===== config.mk =====
export PLATFORM = sky130hd
export DESIGN_NAME = fft_apb_regs
export DESIGN_NICKNAME = d
export VERILOG_FILES = /design/src/rtl/fft_pkg.sv /design/src/rtl/fft_apb_if.sv /design/src/rtl/fft_apb_regs.sv
export SDC_FILE = /design/constraint.sdc
export NUM_CORES = 1
export LEC_CHECK = 0
export BUFFER_PORTS_ARGS = -buffer_cell sky130_fd_sc_hd__clkbuf_2
export CORE_MARGIN = 2
export CORE_UTILIZATION = 30
export CTS_BUF_LIST = sky130_fd_sc_hd__clkbuf_8 sky130_fd_sc_hd__clkbuf_16
export DETAILED_ROUTE_END_ITERATION = 10
export PLACE_DENSITY = 0.51
export SLEW_MARGIN = 20
export SYNTH_ARGS = -nofsm -noshare
export SYNTH_HDL_FRONTEND = slang
export SYNTH_SLANG_ARGS = --single-unit

===== constraint.sdc =====
create_clock -name pclk_i -period 2.8 [get_ports pclk_i]
set_input_delay 0.28 -clock pclk_i [delete_from_list [all_inputs] [get_ports pclk_i]]
set_output_delay 0.28 -clock pclk_i [all_outputs]
set_load 0.02 [all_outputs]

===== src/rtl/fft_pkg.sv =====
// +--------------------------------------------------------------------+
// | fft_pkg : register map, APB states and reset defaults for FFT regs |
// | Rev 1.0                                                            |
// +--------------------------------------------------------------------+
`default_nettype none

package fft_pkg;

   localparam logic [7:0] FFT_CTRL_ADDR         = 8'h00;
   localparam logic [7:0] FFT_STATUS_ADDR       = 8'h04;
   localparam logic [7:0] FFT_CONFIG_ADDR       = 8'h08;
   localparam logic [7:0] FFT_LENGTH_ADDR       = 8'h0C;
   localparam logic [7:0] FFT_INT_ENABLE_ADDR   = 8'h14;
   localparam logic [7:0] FFT_INT_STATUS_ADDR   = 8'h18;
   localparam logic [7:0] FFT_SCALE_ADDR        = 8'h1C;
   localparam logic [7:0] FFT_RESCALE_CTRL_ADDR = 8'h20;
   localparam logic [7:0] OVF_STATUS_ADDR       = 8'h24;

   localparam int INT_DONE_BIT  = 0;
   localparam int INT_ERROR_BIT = 1;
   localparam int INT_RSVD_BIT  = 2;
   localparam int INT_OVF_BIT   = 3;

   localparam logic [3:0]  DEFAULT_LOG2   = 4'd10;
   localparam logic [12:0] DEFAULT_LENGTH = 13'd1024;

   typedef enum logic [1:0] {
      APB_IDLE   = 2'd0,
      APB_SETUP  = 2'd1,
      APB_ACCESS = 2'd2
   } apb_state_e;

   typedef struct packed {
      logic [31:0] ctrl;
      logic [31:0] status;
      logic [31:0] cfg;
      logic [31:0] length;
      logic [31:0] int_en;
      logic [31:0] int_status;
      logic [31:0] scale;
      logic [31:0] rescale;
      logic [31:0] ovf;
   } fft_regs_t;

endpackage

`default_nettype wire


===== src/rtl/fft_apb_if.sv =====
// +--------------------------------------------------------------------+
// | fft_apb_if : APB responder FSM, write strobe and registered rdata   |
// | Rev 1.0                                                            |
// +--------------------------------------------------------------------+
`default_nettype none

module fft_apb_if
   import fft_pkg::*;
#(
   parameter int APB_ADDR_WIDTH = 16
) (
   input  logic                      pclk_i,
   input  logic                      preset_i,
   input  logic                      psel_i,
   input  logic                      penable_i,
   input  logic                      pwrite_i,
   input  logic [APB_ADDR_WIDTH-1:0] paddr_i,
   input  fft_regs_t                 rd_regs_i,
   output logic [31:0]               prdata_o,
   output logic                      pready_o,
   output logic                      wr_en_o,
   output logic [5:0]                addr_o
);

   apb_state_e  state_q, state_d;
   logic [31:0] prdata_q, prdata_d;
   logic [31:0] rd_mux;
   logic        first_access;
   logic        unused_paddr;

   assign addr_o       = paddr_i[7:2];
   assign unused_paddr = ^paddr_i;
   // SETUP state plus penable marks the first ACCESS cycle on the bus
   assign first_access = (state_q == APB_SETUP) && psel_i && penable_i;

   always_comb begin
      rd_mux = 32'd0;
      case (addr_o)
         FFT_CTRL_ADDR[7:2]:         rd_mux = rd_regs_i.ctrl;
         FFT_STATUS_ADDR[7:2]:       rd_mux = rd_regs_i.status;
         FFT_CONFIG_ADDR[7:2]:       rd_mux = rd_regs_i.cfg;
         FFT_LENGTH_ADDR[7:2]:       rd_mux = rd_regs_i.length;
         FFT_INT_ENABLE_ADDR[7:2]:   rd_mux = rd_regs_i.int_en;
         FFT_INT_STATUS_ADDR[7:2]:   rd_mux = rd_regs_i.int_status;
         FFT_SCALE_ADDR[7:2]:        rd_mux = rd_regs_i.scale;
         FFT_RESCALE_CTRL_ADDR[7:2]: rd_mux = rd_regs_i.rescale;
         OVF_STATUS_ADDR[7:2]:       rd_mux = rd_regs_i.ovf;
         default:                    rd_mux = 32'd0;
      endcase
   end

   always_comb begin
      state_d  = state_q;
      prdata_d = prdata_q;
      case (state_q)
         APB_IDLE: begin
            if (psel_i && !penable_i) state_d = APB_SETUP;
         end
         APB_SETUP: begin
            if (first_access && !pwrite_i) begin
               state_d  = APB_ACCESS;
               prdata_d = rd_mux;
            end else begin
               state_d = APB_IDLE;
            end
         end
         APB_ACCESS: state_d = APB_IDLE;
         default:    state_d = APB_IDLE;
      endcase
   end

   assign wr_en_o  = first_access && pwrite_i;
   assign pready_o = wr_en_o || (state_q == APB_ACCESS);
   assign prdata_o = (state_q == APB_ACCESS) ? prdata_q : 32'd0;

   always_ff @(posedge pclk_i) begin
      if (preset_i) begin
         state_q  <= APB_IDLE;
         prdata_q <= 32'd0;
      end else begin
         state_q  <= state_d;
         prdata_q <= prdata_d;
      end
   end

endmodule

`default_nettype wire


===== src/rtl/fft_apb_regs.sv =====
// +--------------------------------------------------------------------+
// | fft_apb_regs : FFT control/status register bank and event capture  |
// | Rev 1.0                                                            |
// +--------------------------------------------------------------------+
`default_nettype none

module fft_apb_regs
   import fft_pkg::*;
#(
   parameter int FFT_MAX_LENGTH_LOG2 = 12,
   parameter int APB_ADDR_WIDTH      = 16
) (
   input  logic                      pclk_i,
   input  logic                      preset_i,
   input  logic                      psel_i,
   input  logic                      penable_i,
   input  logic                      pwrite_i,
   input  logic [APB_ADDR_WIDTH-1:0] paddr_i,
   input  logic [31:0]               pwdata_i,
   output logic [31:0]               prdata_o,
   output logic                      pready_o,
   output logic                      start_o,
   output logic [3:0]                log2_len_o,
   output logic                      rescale_en_o,
   output logic                      scale_track_o,
   output logic                      ovf_det_en_o,
   output logic [3:0]                rescale_ctrl_o,
   input  logic                      busy_i,
   input  logic                      done_i,
   input  logic                      error_i,
   input  logic                      overflow_i,
   input  logic [7:0]                scale_factor_i,
   output logic                      fft_done_o,
   output logic                      fft_error_o
);

   localparam logic [3:0] MAX_LOG2 = 4'(FFT_MAX_LENGTH_LOG2);
   localparam logic [3:0] MIN_LOG2 = 4'd3;

   logic        wr_en;
   logic [5:0]  addr;
   fft_regs_t   rd_regs;
   logic        unused_pwdata;

   logic [1:0]  ctrl_q, ctrl_d;
   logic        done_q, done_d, err_q, err_d;
   logic [3:0]  log2_q, log2_d;
   logic        ovf_en_q, ovf_en_d;
   logic [12:0] length_q, length_d;
   logic [3:0]  int_en_q, int_en_d, int_stat_q, int_stat_d, rescale_q, rescale_d;
   logic [7:0]  scale_q, scale_d, ovf_cnt_q, ovf_cnt_d;
   logic        start_q, start_d, fft_done_q, fft_done_d, fft_error_q, fft_error_d;

   logic        len_ok, start_req, start_ok, start_bad, ovf_event;

   fft_apb_if #(.APB_ADDR_WIDTH(APB_ADDR_WIDTH)) u_apb_if (
      .pclk_i    (pclk_i),
      .preset_i  (preset_i),
      .psel_i    (psel_i),
      .penable_i (penable_i),
      .pwrite_i  (pwrite_i),
      .paddr_i   (paddr_i),
      .rd_regs_i (rd_regs),
      .prdata_o  (prdata_o),
      .pready_o  (pready_o),
      .wr_en_o   (wr_en),
      .addr_o    (addr)
   );

   assign unused_pwdata = ^pwdata_i;
   assign len_ok    = (length_q == (13'd1 << log2_q));
   assign start_req = wr_en && (addr == FFT_CTRL_ADDR[7:2]) && pwdata_i[0] && !busy_i;
   assign start_ok  = start_req && len_ok;
   assign start_bad = start_req && !len_ok;
   assign ovf_event = overflow_i && ovf_en_q;

   always_comb begin
      ctrl_d      = ctrl_q;
      done_d      = done_q;
      err_d       = err_q;
      log2_d      = log2_q;
      ovf_en_d    = ovf_en_q;
      length_d    = length_q;
      int_en_d    = int_en_q;
      int_stat_d  = int_stat_q;
      rescale_d   = rescale_q;
      scale_d     = scale_q;
      ovf_cnt_d   = ovf_cnt_q;
      start_d     = start_ok;
      fft_done_d  = int_stat_q[INT_DONE_BIT] && int_en_q[INT_DONE_BIT];
      fft_error_d = |(int_stat_q[3:1] & int_en_q[3:1]);

      if (wr_en) begin
         case (addr)
            FFT_CTRL_ADDR[7:2]:         ctrl_d    = pwdata_i[5:4];
            FFT_CONFIG_ADDR[7:2]: begin
               ovf_en_d = pwdata_i[19];
               if (pwdata_i[3:0] >= MIN_LOG2 && pwdata_i[3:0] <= MAX_LOG2)
                  log2_d = pwdata_i[3:0];
            end
            FFT_LENGTH_ADDR[7:2]:       length_d  = pwdata_i[12:0];
            FFT_INT_ENABLE_ADDR[7:2]:   int_en_d  = pwdata_i[3:0];
            FFT_INT_STATUS_ADDR[7:2]:   int_stat_d = int_stat_q & ~pwdata_i[3:0];
            FFT_RESCALE_CTRL_ADDR[7:2]: rescale_d = pwdata_i[3:0];
            default: ;
         endcase
      end

      // Clears are applied before sets so a coincident event always wins
      if (start_ok) begin
         done_d = 1'b0;
         err_d  = 1'b0;
      end
      if (done_i) begin
         done_d                   = 1'b1;
         int_stat_d[INT_DONE_BIT] = 1'b1;
         scale_d                  = scale_factor_i;
      end
      if (error_i || start_bad) begin
         err_d                     = 1'b1;
         int_stat_d[INT_ERROR_BIT] = 1'b1;
      end
      if (ovf_event) int_stat_d[INT_OVF_BIT] = 1'b1;
      int_stat_d[INT_RSVD_BIT] = 1'b0;

      if ((wr_en && addr == OVF_STATUS_ADDR[7:2]) || start_ok)
         ovf_cnt_d = 8'd0;
      else if (ovf_event && ovf_cnt_q != 8'hFF)
         ovf_cnt_d = ovf_cnt_q + 8'd1;
   end

   always_ff @(posedge pclk_i) begin
      if (preset_i) begin
         ctrl_q      <= 2'd0;
         done_q      <= 1'b0;
         err_q       <= 1'b0;
         log2_q      <= DEFAULT_LOG2;
         ovf_en_q    <= 1'b0;
         length_q    <= DEFAULT_LENGTH;
         int_en_q    <= 4'd0;
         int_stat_q  <= 4'd0;
         rescale_q   <= 4'd0;
         scale_q     <= 8'd0;
         ovf_cnt_q   <= 8'd0;
         start_q     <= 1'b0;
         fft_done_q  <= 1'b0;
         fft_error_q <= 1'b0;
      end else begin
         ctrl_q      <= ctrl_d;
         done_q      <= done_d;
         err_q       <= err_d;
         log2_q      <= log2_d;
         ovf_en_q    <= ovf_en_d;
         length_q    <= length_d;
         int_en_q    <= int_en_d;
         int_stat_q  <= int_stat_d;
         rescale_q   <= rescale_d;
         scale_q     <= scale_d;
         ovf_cnt_q   <= ovf_cnt_d;
         start_q     <= start_d;
         fft_done_q  <= fft_done_d;
         fft_error_q <= fft_error_d;
      end
   end

   assign rd_regs.ctrl       = {26'd0, ctrl_q, 4'd0};
   assign rd_regs.status     = {29'd0, err_q, done_q, busy_i};
   assign rd_regs.cfg        = {12'd0, ovf_en_q, 15'd0, log2_q};
   assign rd_regs.length     = {19'd0, length_q};
   assign rd_regs.int_en     = {28'd0, int_en_q};
   assign rd_regs.int_status = {28'd0, int_stat_q};
   assign rd_regs.scale      = {24'd0, scale_q};
   assign rd_regs.rescale    = {28'd0, rescale_q};
   assign rd_regs.ovf        = {24'd0, ovf_cnt_q};

   assign start_o        = start_q;
   assign log2_len_o     = log2_q;
   assign rescale_en_o   = ctrl_q[0];
   assign scale_track_o  = ctrl_q[1];
   assign ovf_det_en_o   = ovf_en_q;
   assign rescale_ctrl_o = rescale_q;
   assign fft_done_o     = fft_done_q;
   assign fft_error_o    = fft_error_q;

endmodule

`default_nettype wire


==> impl_metrics.ini, run 1 <==
[setup_path]
cp_cell_sequence = and2_2 -> a32oi_1 -> and3_1 -> or4b_1 -> nor3_4 -> nor3_1
critPathMaxStageDelay_ps = 650
critPathKind = flip-flop to flip-flop
crit_fanout = 16
cp-start-kind = flip-flop
cp.required_ps = 3000
cpMaxStageDelayCell = dfxtp_1
cp-end-kind = flip-flop
crit_arrival_ps = 2580

[cts]
cts_buffer_depth = 2
clk_pin_slew_ps = 60
cts_setup_buffers = 0
clock-sinks = 68
postCtsHoldBufs = 0
root_buffer = clkbuf_16
cts-htree-levels = 3
cts_buffers = 9
cts_tree = built
clock_latency_ps = 330
cts_resized = 0

[synth]
yosysTopAreaCellShare_pct = 39.0
synth_edf_count = 0
seq_area_frac_synth_pct = 39.0
syn_inst = 431
yosys_warnings = 0
syn_avg_cell_area_um2 = 8.10
yosysTopAreaCell = dfxtp_1
synth.most_common_cell = dfxtp_1
synthArstFlopShare_pct = 0
synth_cell_types = 54
ys_seq_elements = 68
syn_area_um2 = 3490
ys_top_cells_by_area = dfxtp_1, nand2_1, mux2i_1
ys.flop_type = dfxtp_1
yosys-top-cells-count = dfxtp_1, nand2_1, nor2_1

[die]
die_h_um = 112
ios = 112
design.core.area_um2 = 11400
dieArea_um2 = 12500
rows = 39
start_util_pct = 30.7
die_width_um = 112

[global_routing]
antenna_found_initial = 0
grt_pass1_vias = 3115
grt_use_met3_pct = 3.27
gr-usage-met2_pct = 26.5
grt_overflow = 0
grt_pass1_wl_mm = 16.3
grt_use_total_pct = 16.4
grt_busiest_layer = met2
use_met1_pct = 21.7
grt_max_degree = 53

[final_layout]
diodes = 0
synthToLayoutAreaGrowth_pct = 18.1
drive_gt1_share_pct = 18.9
fin_nets = 549

[routing]
post-route-drc-count = 0
finalWirelength_mm = 10.0
final_antenna_net_count = 0
first_iter_violations = 150
vias_per_cell = 5.13
firstDrtPassIters = 4
wl_per_cell_um = 15.9
dr_total_vias = 3237

[sta]
slew_headroom_pct = 51.3
tightest_slew_ps = 728
tns_ps = 0
hold_viol = 0
rsz0062_at_grt = false
drv_slew = 0
finalCritPeriodShare_pct = 85.0
setup_viol = 0
fin_skew_ps = 7.30
timing.fmax_mhz = 420
post-route-min-period_ps = 2380
setup_ws_ps = 420

[worst_hold_path]
hold_path.class = primary input to flip-flop

[outcome]
status = complete, no violations

[pwr]
vdd_drop_max_v = 0.000265
p_leak_nw = 1.69
power_density_nw_per_um2 = 530

[placement]
gp_congestion = 0.882
post-dp-hpwl_mm = 7.47
pre_cts_ws_ps = 407
port_buffers = 65

[flow_run]
drv_cap = 0
-- routing by layer --
layer | wire length, µm | part of all wire (%) | up-vias
li1 | - | - | 1601
met2 | 4600 | 46 | 100
met5 | 0 | 0 | -
met3 | 508 | 5.1 | 17
met1 | 4650 | 46 | 1519
met4 | 257 | 2.6 | 0
-- path summary, 6_finish.rpt --
path,startpoint,end,slack [ps],cells past startpoint
max,log2_len_o[0],ovf_cnt_q[0],420,6
min,preset_i,u_apb_if.state_q[1],160,2
max reg2reg,log2_len_o[0],ovf_cnt_q[0],420,6
min reg2reg,u_apb_if.prdata_q[11],u_apb_if.prdata_q[11],450,2
-- area by class of cell --
cell class,instances,area (µm²)
flip-flops and latches,68,1360
fillers,1224,7250
repair buffers,68,348
clock buffers,10,239
multi-input cells,331,1930
well taps,143,179
clock inverters,6,46.3
inverters,5,18.8
-- registers in the layout, summed over array words and instances (netlist names) --
signal	cells
ctrl_q	2
done_q	1
err_q	1
fft_done_o	1
fft_error_o	1
int_en_q	4
int_stat_q	3
length_q	13
log2_len_o	4
ovf_cnt_q	8
ovf_det_en_o	1
rescale_ctrl_o	4
scale_q	8
start_o	1
u_apb_if.prdata_q	14
u_apb_if.state_q	2
-- per-stage QoR --
step	total power, mW	cells	util, %	cell area, µm²	hold slack [ps]
after floorplan	1.10	448	-	3550	359
after global placement	1.13	615	33.7	3840	439
after detailed placement	1.13	615	33.7	3840	440
after CTS	2.21	631	36.2	4120	156
after global routing	2.27	631	36.2	4120	164
final	2.19	631	36.2	4120	164
-- logic make-up after synthesis --
kind of cell / after synthesis / synth area share [%]
AOI/OAI and AO/OA: 86 / 16.1
muxes: 20 / 5.74
and+or+nand+nor: 199 / 29.4
other: 1 / 0.107
buffers and inverters: 49 / 7.53
xor gates and xnor gates: 7 / 1.76
DFF: 68 / 39.0
adders and majority gates: 1 / 0.358
-- report_power, final --
part / total, mW / internal (mW) / switching, mW / leakage [nW]
clock: 1.07 / 0.629 / 0.444 / 0.135
sequential: 0.990 / 0.979 / 0.0102 / 0.551
combinational: 0.123 / 0.0390 / 0.0840 / 1.00
total: 2.19 / 1.65 / 0.538 / 1.69
-- cell usage in the layout, fill, tap and decap left out, types with 3 or more instances in the layout --
master | netlist | layout
a21oi_1 | 32 | 32
a22oi_1 | 18 | 18
a31o_2 | 4 | 4
a31oi_1 | 5 | 5
a32oi_1 | 3 | 3
and2_1 | 19 | 19
and3_1 | 4 | 4
and4_1 | 3 | 3
and4b_1 | 3 | 3
buf_4 | 18 | 3
clkbuf_16 | 0 | 9
clkbuf_2 | 0 | 65
conb_1 | 1 | 18
dfxtp_1 | 68 | 68
inv_1 | 5 | 5
mux2i_1 | 20 | 20
nand2_1 | 59 | 59
nand2b_1 | 5 | 5
nand3_1 | 22 | 22
nand4b_1 | 3 | 3
nor2_1 | 37 | 37
nor2b_1 | 11 | 11
nor3_1 | 12 | 12
nor4_1 | 3 | 3
nor4b_1 | 4 | 4
o21ai_0 | 5 | 5
o22ai_1 | 3 | 3
o31ai_1 | 4 | 4
xnor2_1 | 4 | 4
xor2_1 | 3 | 3
-- worst max-delay path, delay by kind of cell (launching register included) --
kind | cells | cell delay [ps]
AO/OA/AOI/OAI | 1 | 50
flip-flops | 1 | 650
AND/OR/NAND/NOR | 5 | 1560
No activity file was read; power rests on OpenSTA's default activity.
==> inputs of run 2 (changes only) <==
ABC_CLOCK_PERIOD_IN_PS = 2800   (was default)
CTS_BUF_LIST = sky130_fd_sc_hd__clkbuf_16   (was sky130_fd_sc_hd__clkbuf_8 sky130_fd_sc_hd__clkbuf_16)
CTS_CLUSTER_SIZE = 40   (was default)
==> impl_metrics.ini, run 2 (synthesis gave the netlist of run 1 again) <==
[outcome]
status = complete, no violations

[global_routing]
grt_overflow = 0
gr-usage-met2_pct = 26.5
grt_busiest_layer = met2
grt_use_total_pct = 16.4
grt_pass1_vias = 3119
grt_use_met3_pct = 3.27
grt_max_degree = 53
antenna_found_initial = 0
grt_pass1_wl_mm = 16.3
use_met1_pct = 21.8

[routing]
first_iter_violations = 182
wl_per_cell_um = 15.8
dr_total_vias = 3210
vias_per_cell = 5.09
post-route-drc-count = 0
finalWirelength_mm = 9.99
firstDrtPassIters = 4
final_antenna_net_count = 0

[sta]
fin_skew_ps = 7.07
slew_headroom_pct = 50.9
tns_ps = 0
setup_viol = 0
post-route-min-period_ps = 2380
hold_viol = 0
finalCritPeriodShare_pct = 85.0
tightest_slew_ps = 735
timing.fmax_mhz = 420
rsz0062_at_grt = false
drv_slew = 0

[pwr]
vdd_drop_max_v = 0.000266
total_power_mw = 2.16
p_clk_share_pct = 48.4
p_leak_nw = 1.68
comb_power_share_pct = 5.7
p_int_mw = 1.62
p_sw_share_pct = 24.9
power_density_nw_per_um2 = 525
pwr-share-seq_pct = 45.9
switching_power_mw = 0.537

[worst_hold_path]
holdPathEnd = u_apb_if.state_q[1]
hold_path.class = primary input to flip-flop
holdPathStages = 2
worstHoldStart = preset_i

[setup_path]
timing.rr.start = log2_len_o[0]
cp_cell_sequence = and2_2 -> a32oi_1 -> and3_1 -> or4b_1 -> nor3_4 -> nor3_1
cp-end-kind = flip-flop
crit_fanout = 16
cp-start-kind = flip-flop
critPathKind = flip-flop to flip-flop
cp.required_ps = 3000
timing.rr.end = ovf_cnt_q[0]
ff2ff_setup_slack_ps = 420
worst-path-buf-inv = 0
cpMaxStageDelayCell = dfxtp_1
critical-path-top-delay-family = simple AND/OR/NAND/NOR gates
critPathMaxStageDelay_ps = 650
crit_arrival_ps = 2580
reg2reg_depth = 6

[final_layout]
diodes = 0
fin_nets = 549
largest_reg_flops = 14
largest_register = u_apb_if.prdata_q
synthToLayoutAreaGrowth_pct = 17.8
mostFrequentLayoutCell = dfxtp_1
drive_gt1_share_pct = 18.6
layout_common_cells = dfxtp_1, clkbuf_2, nand2_1, nor2_1, a21oi_1
top_regs = u_apb_if.prdata_q (14), length_q (13)
stdcell_area_um2 = 4110

[die]
design.core.area_um2 = 11400
die_h_um = 112
dieArea_um2 = 12500
rows = 39
die_width_um = 112
ios = 112
start_util_pct = 30.7

[cts]
clock_latency_ps = 330
clk_pin_slew_ps = 60
cts_buffer_depth = 2
postCtsHoldBufs = 0
root_buffer = clkbuf_16
clock-sinks = 68
cts_resized = 0
cts-htree-levels = 3
cts_buffers = 9
cts_tree = built
cts_setup_buffers = 0

[flow_run]
drv_cap = 0

[placement]
place_area_um2 = 3840
post-dp-hpwl_mm = 7.47
port_buffers = 65
gp_congestion = 0.882
## run 2: cell types whose count changed in the layout (fill, tap and decap cells not counted)
| cell | delta |
|---|---|
| clkbuf_8 | -1 |
| clkinv_1 | +1 |
## run 2: worst register-to-register path, stage by stage (launching register included)
cell and delay [ps]:
dfxtp_1 650, and2_2 270, a32oi_1 50, and3_1 200, or4b_1 640, nor3_4 340
nor3_1 120
## run 2: area by class of cell
type	instances	area (µm²)
timing repair buffer	68	348
fill	1225	7260
clock buffer	9	225
inverter	5	18.8
clock inverter	7	50.0
multi-input combinational	331	1930
sequential	68	1360
tap	143	179
## run 2: worst max-delay path by stage
stage | cells after the start | start | end | slack (ps)
floorplan | 7 | log2_len_o[1] | ovf_cnt_q[0] | 660
global placement | 6 | log2_len_o[2] | ovf_cnt_q[3] | 460
detailed placement | 6 | log2_len_o[0] | ovf_cnt_q[0] | 410
CTS | 6 | log2_len_o[0] | ovf_cnt_q[0] | 410
global route | 6 | log2_len_o[0] | ovf_cnt_q[4] | 200
finish | 6 | log2_len_o[0] | ovf_cnt_q[0] | 420
## run 2: power by group through the flow
stage / clock (mW) / combinational [mW] / sequential (mW)
floorplan: 0 / 0.0920 / 1.01
global placement: 0 / 0.121 / 1.01
detailed placement: 0 / 0.123 / 1.01
CTS: 1.07 / 0.123 / 0.989
global route: 1.11 / 0.135 / 0.990
finish: 1.04 / 0.123 / 0.990
## run 2: metal layers
metal  share of wire, %  routed length [µm]
met3                4.6                 461
met2                 47                4650
met4                1.9                 187
met1                 47                4700
met5                  0                   0
## run 2: metrics by stage
| step | util [%] | cells | hold slack (ps) | setup WS, ps |
|---|---|---|---|---|
| after floorplan | - | 448 | 359 | 660 |
| after detailed placement | 33.7 | 615 | 440 | 407 |
| after global routing | 36.2 | 631 | 164 | 202 |
| after CTS | 36.2 | 631 | 156 | 410 |
| final | 36.2 | 631 | 166 | 421 |
| after global placement | 33.7 | 615 | 439 | 458 |
